<file path="src/rtl/load_store_unit_if.sv">
`default_nettype none

`ifndef WORD_SIZE
`define WORD_SIZE 32
`endif

// ============================================================================
//  Module      : load_store_unit_if
//  Description : Bundles the pipeline request/response signals and the
//                data-memory bus of the load/store unit.
//  Revision    : 1.0  initial release
// ============================================================================
interface load_store_unit_if #(
    parameter int WORD_SIZE = `WORD_SIZE
) ();
    // Pipeline side
    logic                 i_req;
    logic                 i_we;
    logic [2:0]           i_funct3;
    logic [WORD_SIZE-1:0] i_addr;
    logic [WORD_SIZE-1:0] i_wdata;
    logic [WORD_SIZE-1:0] o_rdata;
    logic                 o_busy;
    logic                 o_done;
    logic                 o_err;
    // Data-memory side
    logic [WORD_SIZE-1:0] o_dm_Addr;
    logic [WORD_SIZE-1:0] o_dm_Wd;
    logic                 o_dm_Wen;
    logic                 o_dm_Ren;
    logic [WORD_SIZE-1:0] i_dm_Rd;

    // Load/store unit view
    modport slave (
        input  i_req, i_we, i_funct3, i_addr, i_wdata, i_dm_Rd,
        output o_rdata, o_busy, o_done, o_err,
               o_dm_Addr, o_dm_Wd, o_dm_Wen, o_dm_Ren
    );

    // Pipeline plus memory view
    modport master (
        output i_req, i_we, i_funct3, i_addr, i_wdata, i_dm_Rd,
        input  o_rdata, o_busy, o_done, o_err,
               o_dm_Addr, o_dm_Wd, o_dm_Wen, o_dm_Ren
    );
endinterface

`default_nettype wire

</file>
<file path="src/rtl/load_store_unit.sv">
`default_nettype none

`ifndef WORD_SIZE
`define WORD_SIZE 32
`endif

// ============================================================================
//  Module      : load_store_unit
//  Description : RV32I load/store sequencer. Loads read one word and extract
//                the addressed lane; byte/halfword stores do a
//                read-modify-write; misaligned or illegal accesses complete
//                immediately with an error and no memory traffic.
//  Revision    : 1.0  initial release
// ============================================================================
module load_store_unit #(
    parameter int WORD_SIZE = `WORD_SIZE
) (
    input  logic              i_clk,
    input  logic              i_rst_n,
    load_store_unit_if.slave  bus
);

    localparam logic [1:0] c_IDLE = 2'd0;
    localparam logic [1:0] c_RD   = 2'd1;
    localparam logic [1:0] c_WR   = 2'd2;
    localparam logic [1:0] c_DONE = 2'd3;

    localparam logic [2:0] c_F3_B  = 3'b000;
    localparam logic [2:0] c_F3_H  = 3'b001;
    localparam logic [2:0] c_F3_W  = 3'b010;
    localparam logic [2:0] c_F3_BU = 3'b100;
    localparam logic [2:0] c_F3_HU = 3'b101;

    logic [1:0]           r_state;
    logic                 r_we;
    logic [2:0]           r_funct3;
    logic [WORD_SIZE-1:0] r_addr;
    logic [WORD_SIZE-1:0] r_wdata;
    logic [WORD_SIZE-1:0] r_merge;
    logic [WORD_SIZE-1:0] r_rdata;
    logic                 r_err;

    logic                 w_req_err;
    logic [7:0]           w_ld_byte;
    logic [15:0]          w_ld_half;
    logic [WORD_SIZE-1:0] w_load_val;
    logic [WORD_SIZE-1:0] w_store_word;

    // Flag illegal width codes, stores with an unsigned code, and misalignment
    always_comb begin
        w_req_err = 1'b0;
        case (bus.i_funct3)
            c_F3_B:  w_req_err = 1'b0;
            c_F3_H:  w_req_err = bus.i_addr[0];
            c_F3_W:  w_req_err = |bus.i_addr[1:0];
            c_F3_BU: w_req_err = bus.i_we;
            c_F3_HU: w_req_err = bus.i_we | bus.i_addr[0];
            default: w_req_err = 1'b1;
        endcase
    end

    // Pick the addressed little-endian lane of the read word and extend it
    always_comb begin
        w_ld_byte  = bus.i_dm_Rd[{r_addr[1:0], 3'b000} +: 8];
        w_ld_half  = bus.i_dm_Rd[{r_addr[1], 4'b0000} +: 16];
        w_load_val = bus.i_dm_Rd;
        case (r_funct3)
            c_F3_B:  w_load_val = {{(WORD_SIZE-8){w_ld_byte[7]}}, w_ld_byte};
            c_F3_H:  w_load_val = {{(WORD_SIZE-16){w_ld_half[15]}}, w_ld_half};
            c_F3_BU: w_load_val = {{(WORD_SIZE-8){1'b0}}, w_ld_byte};
            c_F3_HU: w_load_val = {{(WORD_SIZE-16){1'b0}}, w_ld_half};
            default: w_load_val = bus.i_dm_Rd;
        endcase
    end

    // Build the write word: replace only the target lane(s) of the merged word
    always_comb begin
        w_store_word = r_merge;
        case (r_funct3)
            c_F3_B:  w_store_word[{r_addr[1:0], 3'b000} +: 8] = r_wdata[7:0];
            c_F3_H:  w_store_word[{r_addr[1], 4'b0000} +: 16] = r_wdata[15:0];
            default: w_store_word = r_wdata;
        endcase
    end

    // Access sequencer; reset aborts any access in flight
    always_ff @(posedge i_clk or negedge i_rst_n) begin
        if (!i_rst_n) begin
            r_state  <= c_IDLE;
            r_we     <= 1'b0;
            r_funct3 <= 3'b000;
            r_addr   <= '0;
            r_wdata  <= '0;
            r_merge  <= '0;
            r_rdata  <= '0;
            r_err    <= 1'b0;
        end else begin
            case (r_state)
                c_IDLE: begin
                    if (bus.i_req) begin
                        r_we     <= bus.i_we;
                        r_funct3 <= bus.i_funct3;
                        r_addr   <= bus.i_addr;
                        r_wdata  <= bus.i_wdata;
                        r_err    <= w_req_err;
                        r_rdata  <= '0;
                        if (w_req_err) begin
                            r_state <= c_DONE;
                        end else if (bus.i_we && (bus.i_funct3 == c_F3_W)) begin
                            r_state <= c_WR;
                        end else begin
                            r_state <= c_RD;
                        end
                    end
                end
                c_RD: begin
                    if (r_we) begin
                        r_merge <= bus.i_dm_Rd;
                        r_state <= c_WR;
                    end else begin
                        r_rdata <= w_load_val;
                        r_state <= c_DONE;
                    end
                end
                c_WR:    r_state <= c_DONE;
                c_DONE:  r_state <= c_IDLE;
                default: r_state <= c_IDLE;
            endcase
        end
    end

    assign bus.o_busy    = (r_state != c_IDLE);
    assign bus.o_done    = (r_state == c_DONE);
    assign bus.o_err     = r_err;
    assign bus.o_rdata   = r_rdata;
    assign bus.o_dm_Ren  = (r_state == c_RD);
    assign bus.o_dm_Wen  = (r_state == c_WR);
    assign bus.o_dm_Addr = {r_addr[WORD_SIZE-1:2], 2'b00};
    assign bus.o_dm_Wd   = (r_state == c_WR) ? w_store_word : '0;

endmodule

`default_nettype wire
</file>
<file path="src/flat_wrapper.sv">
// flat-port wrapper written by rule: the top's interface ports become plain ports
module load_store_unit_flat 
#(
    parameter int WORD_SIZE = `WORD_SIZE
)
  (i_clk, i_rst_n, bus_i_req, bus_i_we, bus_i_funct3, bus_i_addr, bus_i_wdata, bus_i_dm_Rd, bus_o_rdata, bus_o_busy, bus_o_done, bus_o_err, bus_o_dm_Addr, bus_o_dm_Wd, bus_o_dm_Wen, bus_o_dm_Ren);
  load_store_unit_if #(.WORD_SIZE(WORD_SIZE)) bus_i ();
  input  logic i_clk;
  input  logic i_rst_n;
  input wire logic [$bits(bus_i.i_req)-1:0] bus_i_req;
  input wire logic [$bits(bus_i.i_we)-1:0] bus_i_we;
  input wire logic [$bits(bus_i.i_funct3)-1:0] bus_i_funct3;
  input wire logic [$bits(bus_i.i_addr)-1:0] bus_i_addr;
  input wire logic [$bits(bus_i.i_wdata)-1:0] bus_i_wdata;
  input wire logic [$bits(bus_i.i_dm_Rd)-1:0] bus_i_dm_Rd;
  output wire logic [$bits(bus_i.o_rdata)-1:0] bus_o_rdata;
  output wire logic [$bits(bus_i.o_busy)-1:0] bus_o_busy;
  output wire logic [$bits(bus_i.o_done)-1:0] bus_o_done;
  output wire logic [$bits(bus_i.o_err)-1:0] bus_o_err;
  output wire logic [$bits(bus_i.o_dm_Addr)-1:0] bus_o_dm_Addr;
  output wire logic [$bits(bus_i.o_dm_Wd)-1:0] bus_o_dm_Wd;
  output wire logic [$bits(bus_i.o_dm_Wen)-1:0] bus_o_dm_Wen;
  output wire logic [$bits(bus_i.o_dm_Ren)-1:0] bus_o_dm_Ren;
  assign bus_i.i_req = bus_i_req;
  assign bus_i.i_we = bus_i_we;
  assign bus_i.i_funct3 = bus_i_funct3;
  assign bus_i.i_addr = bus_i_addr;
  assign bus_i.i_wdata = bus_i_wdata;
  assign bus_i.i_dm_Rd = bus_i_dm_Rd;
  assign bus_o_rdata = bus_i.o_rdata;
  assign bus_o_busy = bus_i.o_busy;
  assign bus_o_done = bus_i.o_done;
  assign bus_o_err = bus_i.o_err;
  assign bus_o_dm_Addr = bus_i.o_dm_Addr;
  assign bus_o_dm_Wd = bus_i.o_dm_Wd;
  assign bus_o_dm_Wen = bus_i.o_dm_Wen;
  assign bus_o_dm_Ren = bus_i.o_dm_Ren;
  load_store_unit #(.WORD_SIZE(WORD_SIZE)) u_core (.i_clk(i_clk), .i_rst_n(i_rst_n), .bus(bus_i));
endmodule
</file>
<file path="config.mk">
export PLATFORM = sky130hd
export DESIGN_NAME = load_store_unit_flat
export DESIGN_NICKNAME = d
export VERILOG_FILES = /design/src/rtl/load_store_unit_if.sv /design/src/rtl/load_store_unit.sv /design/src/flat_wrapper.sv
export SDC_FILE = /design/constraint.sdc
export NUM_CORES = 1
export LEC_CHECK = 0
export CORE_ASPECT_RATIO = 1.5
export CORE_UTILIZATION = 48
export CTS_CLUSTER_DIAMETER = 30
export DETAILED_ROUTE_END_ITERATION = 6
export PLACE_DENSITY = 0.79
export RECOVER_POWER = 100
export SYNTH_ARGS = -nofsm -noshare
export SYNTH_HDL_FRONTEND = slang
export SYNTH_SLANG_ARGS = --single-unit
export TNS_END_PERCENT = 10
</file>
<file path="constraint.sdc">
create_clock -name i_clk -period 4 [get_ports i_clk]
set_input_delay 0.8 -clock i_clk [delete_from_list [all_inputs] [get_ports i_clk]]
set_output_delay 0.8 -clock i_clk [all_outputs]
set_load 0.05 [all_outputs]
</file>
; ---- Word-level counts from Yosys, hierarchy flattened
; Cells that the tools add are included.
[classes]
eq_ne = 12
n_addsub = 2
reduce_logical = 10
n_shift = 6
mux = 14
n_bitwise = 1
[ops]
columns = operator, n
row1 = $pmux 32 s2, 2
row2 = $pmux 32 s4, 1
row3 = $mux 32, 3
row4 = $bwmux 32, 2
row5 = $shift 16x7->32 const A, 1
row6 = $shift 8x7->32 const A, 1
row7 = $shiftx 16x7->32, 1
row8 = $shiftx 32x6->16, 1
row9 = $shiftx 32x6->8, 1
row10 = $shiftx 8x7->32, 1
row11 = $neg 5->7, 2
row12 = $eq 3x3->1 const B, 4
row13 = $pmux 2 s4, 1
row14 = $eq 3x1->1 const B, 2
row15 = $logic_not 3->1, 2
row16 = $mux 2, 3
row17 = $pmux 1 s5, 1
row18 = $eq 2x2->1 const B, 2
row19 = $ne 2x2->1 const B, 2
row20 = $reduce_and 2->1, 2
row21 = $reduce_bool 2->1, 2
row22 = $eq 3x2->1 const B, 1
row23 = $reduce_and 3->1, 1
row24 = $eq 2x1->1 const B, 1
row25 = 5 further kinds, 5
[word_totals]
elab_cells = 53
out_inout_bits = 101
register_bits = 135

; ---- Depth between registers and ports, before layout
[depth]
depth_word = 6
depth_mapped = 9

; ---- Worst setup path before layout
; No wires, ideal clock.
[synth_timing]
path_type = register to output
from = register u_core.r_addr[1]
to = output bus_o_dm_Wd[31]
path_slack_ns = 0.353
stages_incl_launch_ff = 9
required_time_ns = 3.200
path_buffers = 2
t_arrival_ns = 2.847
path_cell_list = dfrtp_1 > buf_6 > buf_6 > inv_2 > ha_1 > nor2_1 > nor4b_4 > a221oi_1 > a211oi_1
[synth_between]
elab_chain_len = 5
word_cells_on_any_way = 10
cone_classes = add/sub (2) / shift (4) / mux (4)
[synth_rtl]
columns = element, line_no
row1 = start: declaration, load_store_unit.sv:37  ; logic [WORD_SIZE-1:0] r_addr;
row2 = start signal: assignment, load_store_unit.sv:103  ; r_addr <= bus.i_addr;
row3 = "$neg 5->7, on equally long branches", "load_store_unit.sv:81, load_store_unit.sv:80"
row4 = $shiftx 16x7->32 (tied with other cells), load_store_unit.sv:81  ; c_F3_H: w_store_word[{r_addr[1], 4'b0000} +: 16] = r_wdata[15:0];
row5 = "$bwmux 32, on equally long branches", "load_store_unit.sv:81, load_store_unit.sv:80"
row6 = $pmux 32 s2 (*), load_store_unit.sv:79  ; case (r_funct3)
row7 = $mux 32 (*), load_store_unit.sv:139  ; assign bus.o_dm_Wd = (r_state == c_WR) ? w_store_word : '0;
row8 = end: declaration, flat_wrapper.sv:21  ; output wire logic [$bits(bus_i.o_dm_Wd)-1:0] bus_o_dm_Wd;
; Every way passes the cells marked *; elsewhere a longest branch is shown, timed or not.

; ---- Final worst setup path
[layout_timing]
from = register u_core.r_addr[1]
to = output bus_o_dm_Wd[28]
; The elaborated chain is that of the path after synthesis.

==> reports/qor.txt <==
=====================================================================================================
Result of the run ...................................................................... complete, but fails checks
Violations in the final reports ........................................................ capacitance limit, slew limit
Number of gates given a new drive strength after cts ...................................            0
Post-synthesis share of cell area spent on full adders, half adders and majority gates .        1.79%
Worst clock skew .......................................................................      7.90 ps
Power, Total ...........................................................................    0.00952 W
Worst Path Required ....................................................................      3200 ps
Type of origin of the critical path ....................................................         flop
Buffers added on ports .................................................................          201
Via count normalized by instance count .................................................         5.79
Final setup violation count ............................................................            0
Combinational power share ..............................................................        55.0%
Cell types with the highest counts after synthesis ..................................... dfrtp_1 (135), mux2_2 (100), nand2_1 (38)
Global route overflow ..................................................................            0
Routed length per placed instance ......................................................      21.0 um
Achievable Freq ........................................................................      262 MHz
Register share of total power ..........................................................        27.8%
Endpoints failing hold .................................................................            0
Cell with the most instances after synthesis ...........................................      dfrtp_1
Total CTS buffers ......................................................................           17
Mapped Avg Cell Area ...................................................................     11.3 um2
Final RePlAce weighted congestion ......................................................        0.933
Clock slew at the register clock pins of the worst setup and hold paths ................        50 ps
Crit path DAT ..........................................................................      3020 ps
Core region area .......................................................................   14,100 um2
Setup repair after global routing missed its margin ....................................        false
Total number of clock tree sinks .......................................................          135
Hold bufs inserted after CTS ...........................................................            0
Initial antenna violation count ........................................................            1
Combinational family with the most area after synthesis ................................ multiplexers
Number of nets in the layout ...........................................................          888
Post-synthesis mux area share ..........................................................        18.7%
Aggregate negative setup slack .........................................................         0 ps
Power density of the placed cells ......................................................  1010 nW/um2
Maximum clock path buffer count ........................................................            2
Leakage ................................................................................      4.15 nW
Die Area ...............................................................................   15,100 um2
Ys async rst share .....................................................................         100%
Share of the synthesized area in compound gates (AO/OA/AOI/OAI) ........................        16.4%
Vias ...................................................................................        5,675
Utilization after layout ...............................................................        66.5%
Max Transition Viols Final .............................................................          127
Sequential share of the synthesized area ...............................................        48.3%
Iteration-0 DRC count of the detailed router ...........................................          334
Later-pin clock latency in the skew report .............................................       410 ps
Post-synthesis share of cell area spent on and, or, nand and nor gates .................        7.76%
Layout cells sized above 1 .............................................................        21.0%
Final clock period utilization by the worst path .......................................        95.5%
Total Wirelength .......................................................................    20,600 um
Via count of the first global-routing pass .............................................        6,001
Seq cells post-synth ...................................................................          135
Leading area contributor after synthesis ...............................................      dfrtp_1
Area of the mapped netlist .............................................................     7000 um2
CP Class ............................................................................... flop to primary output
Horizontal extent of the die ...........................................................       101 um
DR pass1 iterations ....................................................................            5
CTS root buffer ........................................................................    clkbuf_16
Number of synthesized flops with an enable pin .........................................            0
Num rows ...............................................................................           53
Switching power ........................................................................    0.00451 W
Wire length of the first global-routing pass ...........................................    31,800 um
H-Tree Level Count .....................................................................            4
Share of the synthesized area in the top cell type .....................................        48.3%
Buffer count from post-CTS setup fixing ................................................            0
Overall die height .....................................................................       150 um
Capturing element type of the critical path ............................................ primary output
All-Layer GR Usage .....................................................................        28.1%
Post-synth top flop ....................................................................      dfrtp_1
Highest ir drop seen on vdd ............................................................       558 uV
Sum of net half-perimeters after detailed placement ....................................    15,200 um
Switching share of power ...............................................................        47.4%
Power share of the clock group .........................................................        17.3%
Number of design rule violations left after detail routing .............................            0
Synthesis warning total ................................................................            0
Synth Instances ........................................................................          617
Max_slew headroom ......................................................................       -40.3%
Total I/O pin count ....................................................................          204
Count of nets left with antenna violations after detail routing ........................            0
Library cells used by synthesis ........................................................           51
Worst-path maximum fanout ..............................................................           19
Type of the tightest min-delay check ................................................... flop to flop
Clock period minus final worst setup slack .............................................      3820 ps
Internal power .........................................................................    0.00501 W
Post-synthesis xor/xnor area fraction ..................................................           0%
Transition time at the pin with the least slew margin ..................................      2100 ps
Initial core utilization ...............................................................        49.6%
Signed area change from the synthesized netlist to the final layout ....................        34.3%
Largest net degree at the start of global routing ......................................           85
Register-to-register setup slack .......................................................       770 ps
Dominant cells by area after synthesis ................................................. dfrtp_1 (48%), mux2_2 (16%), buf_4 (3.5%)
Max-capacitance violation count ........................................................            2
CTS tree ...............................................................................          yes
=====================================================================================================
[path summary, 6_finish.rpt]
kind                                   startpoint                     end  cells past startpoint
max reg2reg                     u_core.r_state[0]  u_core.bus.o_rdata[30]                      6
min                        u_core.bus.o_rdata[10]  u_core.bus.o_rdata[10]                      1
min reg2reg                u_core.bus.o_rdata[10]  u_core.bus.o_rdata[10]                      1
min in group asynchronous                 i_rst_n       u_core.r_addr[21]                      1
max                              u_core.r_addr[1]         bus_o_dm_Wd[28]                      7
max in group asynchronous                 i_rst_n      u_core.r_wdata[13]                      2
[placed cells by master, fill, tap and decap left out, types with 5 or more instances in the layout]
master / Yosys / final
ha_1: 10 / 10
dlygate4sd3_1: 0 / 69
a221oi_1: 16 / 16
clkdlybuf4s50_1: 0 / 99
buf_4: 33 / 5
buf_12: 0 / 5
clkbuf_16: 0 / 17
a211oi_1: 7 / 7
clkbuf_2: 0 / 9
nor2b_1: 16 / 17
a21o_1: 10 / 10
o22ai_1: 23 / 23
mux2_2: 100 / 100
o21ai_0: 18 / 18
nand2b_1: 5 / 5
a22oi_1: 15 / 15
a21oi_1: 28 / 28
dfrtp_1: 135 / 135
nand2_1: 38 / 38
a221o_2: 6 / 6
clkbuf_1: 15 / 24
a221o_1: 12 / 12
mux2i_1: 16 / 16
nor2_1: 30 / 31
o31ai_1: 7 / 7
o2bb2ai_1: 7 / 7
inv_1: 15 / 15
[critical path: stages (launching register included)]
cell            delay, ps
dfrtp_1               380
buf_4                 290
ha_1                  230
clkinv_1              280
nor4b_4               550
a221oi_1              150
a211oi_1              250
dlymetal6s2s_1        460
[stage by stage]
stage	setup WS [ps]	hold WS, ps	std cells	area (um2)
3_3_place_gp	788	463	948	9220
5_1_grt	37.0	500	980	9400
6_report	181	480	980	9400
2_1_floorplan	353	450	618	7000
4_1_cts	242	452	979	9850
3_5_place_dp	734	469	948	9220
[registers in the layout, summed over array words and instances (netlist names)]
signal,flops
u_core.bus.o_err,1
u_core.bus.o_rdata,32
u_core.r_addr,32
u_core.r_funct3,3
u_core.r_merge,32
u_core.r_state,2
u_core.r_wdata,32
u_core.r_we,1
[logic make-up after synthesis]
kind of cell,count (synthesis)
simple gates,107
buf+inv,90
other cells,1
compound gates,157
flops,135
fa+ha+maj,10
mux,117
[layer usage]
layer / share of wire [%] / GRT usage, % / vias up
li1: - / - / 2544
met1: 37 / 31.6 / 2820
met2: 53 / 49.1 / 273
met3: 7.2 / 7.43 / 38
met4: 2.7 / 13.5 / 0
met5: 0 / 0 / -
[layout make-up]
class | instances | area (um2)
diodes | 1 | 2.50
multi-input cells | 393 | 3120
repair buffers | 211 | 1970
inverters | 17 | 63.8
well taps | 192 | 240
clock buffers | 22 | 474
fillers | 1089 | 4730
clock inverters | 9 | 148
flip-flops and latches | 135 | 3380
[power by group through the flow]
stage          clock (W)  combinational [W]  sequential, W
5_1_grt          0.00172            0.00554        0.00271
4_1_cts          0.00167            0.00586        0.00264
6_report         0.00164            0.00524        0.00264
3_3_place_gp           0            0.00568        0.00261
3_5_place_dp           0            0.00581        0.00264
2_1_floorplan          0            0.00372        0.00281
Power figures use the tool's default switching activity.
